File: src/rtl/sw_debounce_pkg.sv
// Shared constants and the stability-counter width helper for the switch debouncer.
package sw_debounce_pkg;

    localparam int unsigned DEFAULT_STABLE_CYCLES = 500000;
    localparam int unsigned SIM_STABLE_CYCLES     = 4;

    // A window of one cycle still needs a 1-bit counter to stay well-formed.
    function automatic int unsigned cnt_width(input int unsigned stable_cycles);
        int unsigned w;
        w = $clog2(stable_cycles);
        return (w < 1) ? 1 : w;
    endfunction

endpackage

File: src/rtl/debounce_bit.sv
// One debounced switch bit: stability counter, output register and update/edge strobes.
// Edge strobes exist only when SW_DEBOUNCER_EDGE_EN is defined; otherwise they are tied low.
module debounce_bit
    import sw_debounce_pkg::*;
#(
    parameter int unsigned STABLE_CYCLES = DEFAULT_STABLE_CYCLES
) (
    input  logic clk,
    input  logic rst,
    input  logic in,
    output logic out,
    output logic upd,
    output logic rise,
    output logic fall
);

    localparam int unsigned CntW = cnt_width(STABLE_CYCLES);
    localparam logic [CntW-1:0] CntMax = CntW'(STABLE_CYCLES - 1);

    logic [CntW-1:0] cnt_q, cnt_d;
    logic            out_q, out_d;
    logic            upd_q, upd_d;

    // Any sample that agrees with the output restarts the window.
    always_comb begin
        cnt_d = cnt_q;
        out_d = out_q;
        upd_d = 1'b0;
        if (in == out_q) begin
            cnt_d = '0;
        end else if (cnt_q == CntMax) begin
            cnt_d = '0;
            out_d = in;
            upd_d = 1'b1;
        end else begin
            cnt_d = cnt_q + CntW'(1);
        end
    end

    always_ff @(posedge clk) begin
        if (rst) begin
            cnt_q <= '0;
            out_q <= 1'b0;
            upd_q <= 1'b0;
        end else begin
            cnt_q <= cnt_d;
            out_q <= out_d;
            upd_q <= upd_d;
        end
    end

    assign out = out_q;
    assign upd = upd_q;

`ifdef SW_DEBOUNCER_EDGE_EN
    logic rise_q, fall_q;

    always_ff @(posedge clk) begin
        if (rst) begin
            rise_q <= 1'b0;
            fall_q <= 1'b0;
        end else begin
            rise_q <= upd_d & in;
            fall_q <= upd_d & ~in;
        end
    end

    assign rise = rise_q;
    assign fall = fall_q;
`else
    assign rise = 1'b0;
    assign fall = 1'b0;
`endif

endmodule

File: src/rtl/sw_debouncer.sv
// Slide-switch bus synchroniser plus per-bit debouncer; changed pulses when any bit updates.
// Per-bit rise/fall pulses are generated only when SW_DEBOUNCER_EDGE_EN is defined.
module sw_debouncer
    import sw_debounce_pkg::*;
#(
    parameter int unsigned WIDTH         = 8,
    parameter int unsigned STABLE_CYCLES = DEFAULT_STABLE_CYCLES
) (
    input  logic             clk,
    input  logic             rst,
    input  logic [WIDTH-1:0] sw_in,
    output logic [WIDTH-1:0] sw_out,
    output logic             changed,
    output logic [WIDTH-1:0] rise,
    output logic [WIDTH-1:0] fall
);

    logic [WIDTH-1:0] sync0_q, sync1_q;
    logic [WIDTH-1:0] upd;

    always_ff @(posedge clk) begin
        if (rst) begin
            sync0_q <= '0;
            sync1_q <= '0;
        end else begin
            sync0_q <= sw_in;
            sync1_q <= sync0_q;
        end
    end

    for (genvar i = 0; i < WIDTH; i++) begin : g_bit
        debounce_bit #(
            .STABLE_CYCLES(STABLE_CYCLES)
        ) u_bit (
            .clk (clk),
            .rst (rst),
            .in  (sync1_q[i]),
            .out (sw_out[i]),
            .upd (upd[i]),
            .rise(rise[i]),
            .fall(fall[i])
        );
    end

    // Strobes are already registered, so the OR lines up with the sw_out update.
    assign changed = |upd;

endmodule

File: config.mk
export PLATFORM = sky130hd
export DESIGN_NAME = sw_debouncer
export DESIGN_NICKNAME = d
export VERILOG_FILES = /design/src/rtl/sw_debounce_pkg.sv /design/src/rtl/debounce_bit.sv /design/src/rtl/sw_debouncer.sv
export SDC_FILE = /design/constraint.sdc
export NUM_CORES = 1
export LEC_CHECK = 0
export ABC_AREA = 0
export ABC_CLOCK_PERIOD_IN_PS = 1640
export CAP_MARGIN = 10
export CORE_ASPECT_RATIO = 1.4
export CORE_MARGIN = 2
export CORE_UTILIZATION = 49
export CTS_BUF_LIST = sky130_fd_sc_hd__clkbuf_8
export CTS_CLUSTER_SIZE = 8
export DETAILED_ROUTE_END_ITERATION = 8
export GPL_TIMING_DRIVEN = 1
export PLACE_DENSITY = 0.66
export RECOVER_POWER = 25
export SLEW_MARGIN = 25
export SYNTH_ARGS = -nofsm -noshare
export SYNTH_HDL_FRONTEND = slang
export SYNTH_HIERARCHICAL = 1
export SYNTH_SLANG_ARGS = --single-unit
File: constraint.sdc
create_clock -name clk -period 1.64 [get_ports clk]
set_clock_uncertainty 0.1 [all_clocks]
set_input_delay 0.328 -clock clk [delete_from_list [all_inputs] [get_ports clk]]
set_output_delay 0.328 -clock clk [all_outputs]
set_load 0.01 [all_outputs]
==> flow_metrics.env, run 1 <==
export IMPL_cts_hold_repair_buffers=0
export IMPL_final_hold_violation_count=0
export IMPL_place_worst_setup_slack_ps=-219
export IMPL_cts_htree_levels=4
export IMPL_mostFrequentLayoutCell="sky130_fd_sc_hd__buf_4"
export IMPL_total_leakage_power_nw=4.18
export IMPL_ir_drop_mv=0.496
export IMPL_netlist_area_leader_share=0.431
export IMPL_die_area_sq_mm=0.0185
export IMPL_run_status="finished with violations"
export IMPL_tritoncts_num_buffers=17
export IMPL_post_dp_hpwl_microns=13300
export IMPL_worst_skew_pair_late_latency_ps=460
export IMPL_cts_root_buffer_cell="sky130_fd_sc_hd__clkbuf_8"
export IMPL_violated_checks="setup timing"
export IMPL_layout_worst_path_cycle_share=1.05
export IMPL_worst_setup_start_kind="flip-flop"
export IMPL_number_of_nets_in_the_layout=1185
export IMPL_first_global_vias=7392
export IMPL_place_port_buffers=18
export IMPL_detailedRoute_firstPassIterationCount=5
export IMPL_die_w_microns=116
export IMPL_synthesis_area_sq_mm=0.00854
export IMPL_drc_errors=0
export IMPL_antenna_found_initial=0
export IMPL_post_synth_inst_count=956
export IMPL_required_ps=1210
export IMPL_critical_path_max_fanout=1
export IMPL_drtAntennaViolNets=0
export IMPL_hold_path_cell_count=2
export IMPL_critical_path_reg2reg_startpoint="g_bit[2].u_bit/cnt_q[4]"
export IMPL_endpoint_of_the_worst_slack_reg_to_reg_timing_path="g_bit[2].u_bit/cnt_q[13]"
export IMPL_fp_row_count=57
export IMPL_timing_setup_critical_path_class="flip-flop to output port"
export IMPL_drt_vias_per_instance=5.25
export IMPL_routedWlPerCell_microns=13.6
export IMPL_syn2layout_area_growth_pct=32.0
export IMPL_clk_pin_slew_worst_paths_ps=90
export IMPL_synth_yosys_seq_area_share=0.431
export IMPL_global_route_overflow_total=0
export IMPL_holdCritPathClass="input port to flip-flop"
export IMPL_sinks_on_the_clock_net=184
export IMPL_floorplan_die_height_microns=160
export IMPL_timing_critical_path_arrival_ps=1300
export IMPL_floorplan_core_area_sq_mm=0.0172
export IMPL_netlist_top_cells_area="sky130_fd_sc_hd__dfxtp_1, sky130_fd_sc_hd__xnor2_1, sky130_fd_sc_hd__nor2_1"
export IMPL_route_final_wire_length_microns=19200
export IMPL_power_per_cell_area_mw_per_mm2=689
export IMPL_drt_iter0_markers=402
export IMPL_fin_worst_hold_slack_ps=311
export IMPL_finalSetupViolCount=1
export IMPL_gp_congestion=0.895
export IMPL_ys_warnings_count=6
export IMPL_tritoncts_clock_tree="built"
export IMPL_avg_cell_area_syn_sq_um=8.93
export IMPL_min_delay_worst_endpoint="sync0_q[4]"
export IMPL_finalInstanceArea_sq_mm=0.0113
export IMPL_setup_slack_ps=-86.8
export IMPL_ys_seq_elements=184
export IMPL_power_total_mw=7.77
export IMPL_most_common_layout_cells="sky130_fd_sc_hd__buf_4, sky130_fd_sc_hd__nor2_1, sky130_fd_sc_hd__dfxtp_1"
export IMPL_total_global_route_track_usage=0.211
export IMPL_critical_path_endpoint_type="output port"
export IMPL_clock_path_buffers=2
export IMPL_yosysTopAreaCell="sky130_fd_sc_hd__dfxtp_1"
export IMPL_start_util=0.497
export IMPL_min_period_ps=1730
export IMPL_worst_r2r_path_depth=4
export IMPL_unrepaired_setup_endpoints_after_global_routing="true"
export IMPL_detailroute_via_count=7425
export IMPL_cap_violations=0
export IMPL_worst_min_path_start="sw_in[4]"
export IMPL_postPlaceCellArea_sq_mm=0.0103
export IMPL_maxClockFrequency_ghz=0.579
export IMPL_pin_count=35
export IMPL_finalMaxSlewViolations=0
export IMPL_finalSetupTns_ps=-86.8
export IMPL_diodes=0
export IMPL_reg2reg_slack_ps=30
export IMPL_drive_gt1_frac=0.316
export IMPL_synth_distinct_cells=37
export IMPL_pin_count_of_the_biggest_net_entering_global_routing=19
export IMPL_grt_pass1_wl_microns=32000
-- sequential cells by signal, summed over array words and instances (netlist names) --
name and cells:
g_bit.u_bit/cnt_q 152, g_bit.u_bit/out 8, g_bit.u_bit/upd 8, sync0_q 8, sync1_q 8
-- synthesized netlist by cell type --
| cell type | n |
|---|---|
| sky130_fd_sc_hd__dfxtp_1 | 184 |
| sky130_fd_sc_hd__nor2_1 | 144 |
| sky130_fd_sc_hd__xnor2_1 | 64 |
| sky130_fd_sc_hd__nand2_1 | 57 |
| sky130_fd_sc_hd__nand3_1 | 48 |
| sky130_fd_sc_hd__xor2_1 | 48 |
| sky130_fd_sc_hd__a21oi_1 | 40 |
| sky130_fd_sc_hd__nand4_1 | 40 |
| sky130_fd_sc_hd__nor3_1 | 32 |
| sky130_fd_sc_hd__nor4_1 | 26 |
| sky130_fd_sc_hd__buf_4 | 24 |
| sky130_fd_sc_hd__inv_1 | 24 |
| sky130_fd_sc_hd__and2_1 | 16 |
| sky130_fd_sc_hd__and4_1 | 16 |
| sky130_fd_sc_hd__clkbuf_2 | 16 |
| sky130_fd_sc_hd__nand4_2 | 16 |
| sky130_fd_sc_hd__or4_1 | 16 |
| sky130_fd_sc_hd__a31o_2 | 8 |
| sky130_fd_sc_hd__and3_1 | 8 |
| sky130_fd_sc_hd__and4_2 | 8 |
| sky130_fd_sc_hd__and4bb_2 | 8 |
| sky130_fd_sc_hd__conb_1 | 8 |
| sky130_fd_sc_hd__ha_1 | 8 |
| sky130_fd_sc_hd__nand2b_1 | 8 |
| sky130_fd_sc_hd__nand3_2 | 8 |
| sky130_fd_sc_hd__nand3b_1 | 8 |
| sky130_fd_sc_hd__nand4bb_1 | 8 |
| sky130_fd_sc_hd__nor3b_1 | 8 |
| sky130_fd_sc_hd__o21ai_0 | 8 |
| sky130_fd_sc_hd__o21ai_1 | 8 |
| sky130_fd_sc_hd__o21bai_2 | 8 |
| sky130_fd_sc_hd__o31ai_1 | 8 |
| sky130_fd_sc_hd__or3_1 | 8 |
| sky130_fd_sc_hd__nor2b_2 | 7 |
| sky130_fd_sc_hd__and2b_2 | 6 |
| sky130_fd_sc_hd__nor2b_1 | 3 |
| sky130_fd_sc_hd__buf_6 | 1 |
-- final cells by class --
type | instances | area (sq um)
well taps | 236 | 295
clock inverters | 12 | 138
repair buffers | 225 | 1810
flip-flops and latches | 184 | 3740
clock buffers | 19 | 262
fillers | 1412 | 5920
multi-input cells | 715 | 4940
inverters | 24 | 90.1
-- worst max path at each step --
stage	startpoint	end	slack (ps)	depth (start not counted)
floorplan	g_bit[0].u_bit/cnt_q[0]	g_bit[0].u_bit/cnt_q[14]	80	5
global placement	rst	g_bit[4].u_bit/cnt_q[15]	-180	5
detailed placement	rst	g_bit[4].u_bit/cnt_q[13]	-220	5
CTS	g_bit[6].u_bit/upd	changed	-110	3
global route	g_bit[2].u_bit/upd	changed	-160	3
finish	g_bit[2].u_bit/upd	changed	-90	3
-- power breakdown --
| group | total (mW) | switching (mW) | leakage [nW] | internal (mW) |
|---|---|---|---|---|
| sequential | 4.49 | 0.0118 | 1.51 | 4.48 |
| combinational | 0.177 | 0.0902 | 2.46 | 0.0865 |
| clock | 3.10 | 1.54 | 0.214 | 1.55 |
| total | 7.77 | 1.65 | 4.18 | 6.12 |
-- what timing repair did --
action / in CTS / in global routing
pin swaps: 7 / 29
buffers inserted: 6 / 9
resized for setup: 39 / 99
endpoints found under the setup margin: 80 / 121
-- stage by stage --
stage / util / cells
6_report: 0.656 / 1415
5_1_grt: 0.656 / 1415
4_1_cts: 0.633 / 1406
3_5_place_dp: 0.598 / 1369
3_3_place_gp: 0.598 / 1369
2_1_floorplan: - / 964
-- metal layers --
| metal | up-vias | GRT usage | wire length, microns |
|---|---|---|---|
| met5 | - | 0 | 0 |
| met4 | 0 | 0.0909 | 507 |
| met3 | 44 | 0.0391 | 568 |
| met2 | 138 | 0.394 | 10400 |
| met1 | 3497 | 0.224 | 7720 |
| li1 | 3746 | - | - |
-- critical path: stages (launching register included) --
cell	delay [ps]
sky130_fd_sc_hd__dfxtp_2	330
sky130_fd_sc_hd__nor4_2	260
sky130_fd_sc_hd__nand2_1	100
sky130_fd_sc_hd__buf_2	150
-- cell families after synthesis --
group                      synth area share
AOI/OAI and AO/OA                    0.0586
xor gates and xnor gates              0.115
adders and majority gates            0.0117
buffers and inverters                0.0424
DFF                                   0.431
other                               0.00352
and+or+nand+nor                       0.337
No activity file was read; power rests on OpenSTA's default activity.
==> inputs of run 2 (changes only) <==
CTS_BUF_LIST = sky130_fd_sc_hd__clkbuf_2   (was sky130_fd_sc_hd__clkbuf_8)
==> run 2 against run 1 <==
  * The flow still finishes with violations (setup timing)
  * Final cell count grew 1.2%
  * Critical path depth is the same
  * Sequential power is essentially flat
  * Clock power shrank 25%
  * Critical endpoint unchanged
  * Register-to-register slack lost 70 ps
  * Largest power group unchanged
  * Hold slack lost 200 ps
  * Die area is the same
==> flow_metrics.env, run 2 (synthesis results as in run 1) <==
export IMPL_violated_checks="setup timing"
export IMPL_number_of_nets_in_the_layout=1201
export IMPL_pin_count_of_the_biggest_net_entering_global_routing=19
export IMPL_tritoncts_clock_tree="built"
export IMPL_maxClockFrequency_ghz=0.493
export IMPL_critical_path_reg2reg_startpoint="g_bit[5].u_bit/cnt_q[7]"
export IMPL_route_final_wire_length_microns=19300
export IMPL_gp_congestion=0.895
export IMPL_final_hold_violation_count=0
export IMPL_ir_drop_mv=0.447
export IMPL_min_period_ps=2030
export IMPL_drt_vias_per_instance=5.24
export IMPL_antenna_found_initial=1
export IMPL_layout_worst_path_cycle_share=1.24
export IMPL_detailedRoute_firstPassIterationCount=4
export IMPL_floorplan_core_area_sq_mm=0.0172
export IMPL_drive_gt1_frac=0.369
export IMPL_grt_pass1_wl_microns=32000
export IMPL_worst_min_path_start="sw_in[6]"
export IMPL_reg2reg_slack_ps=-40
export IMPL_critical_path_endpoint_type="output port"
export IMPL_most_common_layout_cells="sky130_fd_sc_hd__buf_4, sky130_fd_sc_hd__nor2_1, sky130_fd_sc_hd__dfxtp_1"
export IMPL_worst_setup_start_kind="flip-flop"
export IMPL_run_status="finished with violations"
export IMPL_cap_violations=0
export IMPL_nFillCells=1391
export IMPL_mostFrequentLayoutCell="sky130_fd_sc_hd__buf_4"
export IMPL_sinks_on_the_clock_net=184
export IMPL_crit_start="g_bit[2].u_bit/upd"
export IMPL_largest_register_ff_count=152
export IMPL_required_ps=1210
export IMPL_floorplan_die_height_microns=160
export IMPL_postPlaceCellArea_sq_mm=0.0103
export IMPL_worst_skew_pair_late_latency_ps=750
export IMPL_post_dp_hpwl_microns=13300
export IMPL_die_w_microns=116
export IMPL_place_worst_setup_slack_ps=-219
export IMPL_instances_no_fill=1432
export IMPL_cts_htree_levels=4
export IMPL_drc_errors=0
export IMPL_clock_path_buffers=2
export IMPL_holdCritPathClass="input port to flip-flop"
export IMPL_finalMaxSlewViolations=0
export IMPL_routedWlPerCell_microns=13.5
export IMPL_power_per_cell_area_mw_per_mm2=617
export IMPL_timing_worst_slew_pin_value_ps=926
export IMPL_finalSetupTns_ps=-933
export IMPL_drtAntennaViolNets=0
export IMPL_fp_row_count=57
export IMPL_placed_cells_incl_taps=1369
export IMPL_syn2layout_area_growth_pct=33.7
export IMPL_tritoncts_num_buffers=17
export IMPL_total_global_route_track_usage=0.211
export IMPL_pin_count=35
export IMPL_place_port_buffers=18
export IMPL_detailroute_via_count=7500
export IMPL_finalSetupViolCount=25
export IMPL_timing_critical_path_arrival_ps=1600
export IMPL_finalInstanceArea_sq_mm=0.0114
export IMPL_unrepaired_setup_endpoints_after_global_routing="true"
export IMPL_drt_iter0_markers=396
export IMPL_setup_slack_ps=-389
export IMPL_clk_pin_slew_worst_paths_ps=220
export IMPL_first_global_vias=7450
export IMPL_regMostFlops="g_bit.u_bit/cnt_q"
export IMPL_global_route_overflow_total=0
export IMPL_critical_path_max_fanout=1
export IMPL_timing_setup_critical_path_class="flip-flop to output port"
export IMPL_start_util=0.497
export IMPL_cts_root_buffer_cell="sky130_fd_sc_hd__clkbuf_2"
export IMPL_total_leakage_power_nw=4.22
export IMPL_die_area_sq_mm=0.0185
export IMPL_timing_max_slew_rel_slack=0.383
## run 2: changes by cell type in the layout (fill, tap and decap cells not counted), sizes merged, moves of 2 or more
cell	previous run	this run
buf	192	213
clkinv	2	4
dlygate4sd2	7	0
dlygate4sd3	1	8
inv	29	24
## run 2: path summary, 6_finish.rpt
path                                      endpoint  cells after the start
worst min register to register          sync1_q[3]                      1
worst max register to register  g_bit[5].u_bit/out                      5
worst max-delay path                       changed                      3
worst min-delay path                    sync0_q[6]                      2
## run 2: layout make-up
| type | instances | area (sq um) | area share |
|---|---|---|---|
| clock inverters | 9 | 126 | 0.0111 |
| multi-input cells | 715 | 5050 | 0.443 |
| flip-flops and latches | 184 | 3780 | 0.331 |
| clock buffers | 22 | 110 | 0.00965 |
| inverters | 24 | 90.1 | 0.00789 |
| repair buffers | 241 | 1950 | 0.171 |
| well taps | 236 | 295 | 0.0259 |
| diodes | 1 | 2.50 | 0.000219 |
## run 2: power breakdown
group / internal [mW] / switching [mW] / total (mW)
sequential: 4.49 / 0.0120 / 4.51
combinational: 0.0961 / 0.0958 / 0.192
clock: 0.861 / 1.48 / 2.34
## run 2: what timing repair did
item,CTS,global route
gates resized for setup,90,132
buffers inserted,13,10
pin swaps,8,39
gates cloned,0,1
hold buffers,5,2
endpoints found under the setup margin,84,111
endpoints found under the hold margin,5,2
## run 2: critical path, stage by stage (launching register included)
cell	delay (ps)
sky130_fd_sc_hd__dfxtp_2	370
sky130_fd_sc_hd__nor4_2	260
sky130_fd_sc_hd__nand2_1	100
sky130_fd_sc_hd__buf_2	150
## run 2: metrics by stage
| stage | hold WS, ps | power (mW) | util |
|---|---|---|---|
| finish | 110 | 7.04 | 0.664 |
| floorplan | 297 | 4.72 | - |
| CTS | 6.75 | 7.15 | 0.632 |
| global route | 27.3 | 7.34 | 0.664 |
| detailed placement | 323 | 4.77 | 0.598 |
| global placement | 316 | 4.77 | 0.598 |
## run 2: routing by layer
metal	part of all wire	vias to the layer above	routed length, microns	GRT usage
met5	0	-	0	0
met4	0.031	0	605	0.0980
met3	0.024	53	461	0.0383
met2	0.55	122	10500	0.396
met1	0.40	3544	7710	0.221
li1	-	3781	-	-
==> inputs of run 3 (changes only) <==
DONT_BUFFER_PORTS = 1   (was unset)
PLACE_DENSITY = 0.63   (was 0.66)
==> run 3 against run 2 <==
  * Critical path depth decreased by 1
  * Combinational power decreased by 16%
  * Hold slack improved by 26 ps
  * First-iteration DRC count decreased by 15%
  * The run still ends with setup timing left
  * Routed wire length decreased by 8.8%
  * Count of clock-buffer cells in the layout unchanged
  * Sequential power about the same
  * Setup slack improved by 110 ps
  * Global-route usage decreased by 2.2 points
==> flow_metrics.env, run 3 (synthesis results as in run 1) <==
export IMPL_run_status="finished with violations"
export IMPL_violated_checks="setup timing"
export IMPL_pin_count=35
export IMPL_sinks_on_the_clock_net=184
export IMPL_drt_iter0_markers=338
export IMPL_timing_setup_critical_path_class="flip-flop to output port"
export IMPL_gp_congestion=0.842
export IMPL_drtAntennaViolNets=0
export IMPL_required_ps=1210
export IMPL_floorplan_die_height_microns=160
export IMPL_total_leakage_power_nw=3.60
export IMPL_fp_row_count=57
export IMPL_detailedRoute_firstPassIterationCount=5
export IMPL_mostFrequentLayoutCell="sky130_fd_sc_hd__nor2_1"
export IMPL_most_common_layout_cells="sky130_fd_sc_hd__nor2_1, sky130_fd_sc_hd__buf_4, sky130_fd_sc_hd__dfxtp_1"
export IMPL_total_global_route_track_usage=0.189
export IMPL_cts_root_buffer_cell="sky130_fd_sc_hd__clkbuf_2"
export IMPL_layout_worst_path_cycle_share=1.17
export IMPL_finalMaxSlewViolations=0
export IMPL_critical_path_max_fanout=1
export IMPL_tritoncts_num_buffers=17
export IMPL_syn2layout_area_growth_pct=22.8
export IMPL_routedWlPerCell_microns=13.3
export IMPL_pin_count_of_the_biggest_net_entering_global_routing=33
export IMPL_place_port_buffers=0
export IMPL_floorplan_core_area_sq_mm=0.0172
export IMPL_clock_path_buffers=2
export IMPL_global_route_overflow_total=0
export IMPL_setup_slack_ps=-277
export IMPL_timing_critical_path_arrival_ps=1490
export IMPL_number_of_nets_in_the_layout=1095
export IMPL_timing_worst_slew_pin_value_ps=728
export IMPL_holdCritPathClass="input port to flip-flop"
export IMPL_worst_skew_pair_late_latency_ps=740
export IMPL_min_delay_worst_endpoint="sync0_q[2]"
export IMPL_power_per_cell_area_mw_per_mm2=692
export IMPL_die_area_sq_mm=0.0185
export IMPL_post_dp_hpwl_microns=12400
export IMPL_worst_setup_start_kind="flip-flop"
export IMPL_timing_max_slew_rel_slack=0.514
export IMPL_die_w_microns=116
export IMPL_first_global_vias=6686
export IMPL_reg2reg_slack_ps=-70
export IMPL_final_hold_violation_count=0
export IMPL_critical_path_reg2reg_startpoint="g_bit[5].u_bit/cnt_q[0]"
export IMPL_route_final_wire_length_microns=17600
export IMPL_cts_htree_levels=4
export IMPL_cap_violations=0
export IMPL_clk_pin_slew_worst_paths_ps=230
export IMPL_antenna_found_initial=1
export IMPL_regMostFlops="g_bit.u_bit/cnt_q"
export IMPL_drc_errors=0
export IMPL_min_period_ps=1920
export IMPL_finalSetupViolCount=17
export IMPL_grt_pass1_wl_microns=29000
export IMPL_fin_worst_hold_slack_ps=137
export IMPL_worst_min_path_start="sw_in[2]"
export IMPL_critical_path_endpoint_type="output port"
export IMPL_endpoint_of_the_worst_slack_reg_to_reg_timing_path="g_bit[5].u_bit/out"
export IMPL_power_total_mw=7.26
export IMPL_unrepaired_setup_endpoints_after_global_routing="true"
export IMPL_start_util=0.497
export IMPL_maxClockFrequency_ghz=0.522
export IMPL_ir_drop_mv=0.419
export IMPL_drt_vias_per_instance=5.33
export IMPL_worst_r2r_path_depth=4
export IMPL_drive_gt1_frac=0.317
export IMPL_largest_register_ff_count=152
export IMPL_detailroute_via_count=7079
export IMPL_tritoncts_clock_tree="built"
export IMPL_hold_path_cell_count=2
[run 3: cell types whose count changed in the layout (fill, tap and decap cells not counted), moves of 8 or more]
cell	before	now
sky130_fd_sc_hd__dfxtp_1	119	107
sky130_fd_sc_hd__clkdlybuf4s50_1	8	0
sky130_fd_sc_hd__buf_4	190	109
sky130_fd_sc_hd__clkbuf_1	11	3
sky130_fd_sc_hd__dfxtp_4	7	15
[run 3: stage by stage]
stage                     setup TNS, ps   util  instances  area [sq um]  setup WS, ps
after floorplan                       0      -        964          8570          79.1
final                              -646  0.610       1327         10500          -277
after detailed placement              0  0.547       1263          9410          13.0
after global placement                0  0.547       1263          9410          49.6
after global routing              -4410  0.610       1327         10500          -424
after CTS                          -902  0.576       1310          9900          -399
[run 3: worst max-delay path by stage]
stage / startpoint / to / slack (ps) / cells past startpoint
2_1_floorplan: g_bit[0].u_bit/cnt_q[0] / g_bit[0].u_bit/cnt_q[14] / 80 / 5
3_3_place_gp: g_bit[6].u_bit/cnt_q[7] / g_bit[6].u_bit/cnt_q[17] / 50 / 4
3_5_place_dp: g_bit[4].u_bit/cnt_q[1] / g_bit[4].u_bit/cnt_q[14] / 10 / 5
4_1_cts: g_bit[7].u_bit/upd / changed / -400 / 2
5_1_grt: g_bit[7].u_bit/upd / changed / -420 / 2
6_report: g_bit[7].u_bit/upd / changed / -280 / 2
[run 3: timing repair]
item,4_1_cts,5_1_grt
cloned,0,1
endpoints found under the hold margin,184,0
resized for setup,20,156
hold buffers,11,0
pin swaps,2,26
endpoints found under the setup margin,11,126
buffers inserted,4,15
[run 3: per-layer routing]
layer  vias to the layer above  wire length [microns]  share of wire  global-route usage
met4                         0                    255          0.014              0.0630
met3                        26                    613          0.035              0.0398
li1                       3566                      -              -                   -
met1                      3372                   7500           0.43               0.217
met2                       115                   9250           0.52               0.340
met5                         -                      0              0                   0
[run 3: final cells by class]
class	instances	area [sq um]
diodes	1	2.50
inverters	24	90.1
repair buffers	135	1110
clock inverters	10	175
clock buffers	22	110
flip-flops and latches	184	3820
multi-input cells	715	4890
fillers	1497	6700
well taps	236	295
[run 3: where the power goes]
group,switching [mW],leakage (nW),internal (mW)
registers,0.0115,1.53,4.48
logic,0.0881,1.90,0.0738
clock network,1.44,0.173,1.17
total,1.54,3.60,5.72
[run 3: critical path, cell delays in order, from the launching register on]
cell,delay (ps)
sky130_fd_sc_hd__dfxtp_2,360
sky130_fd_sc_hd__nor4_2,250
sky130_fd_sc_hd__nand2_1,170
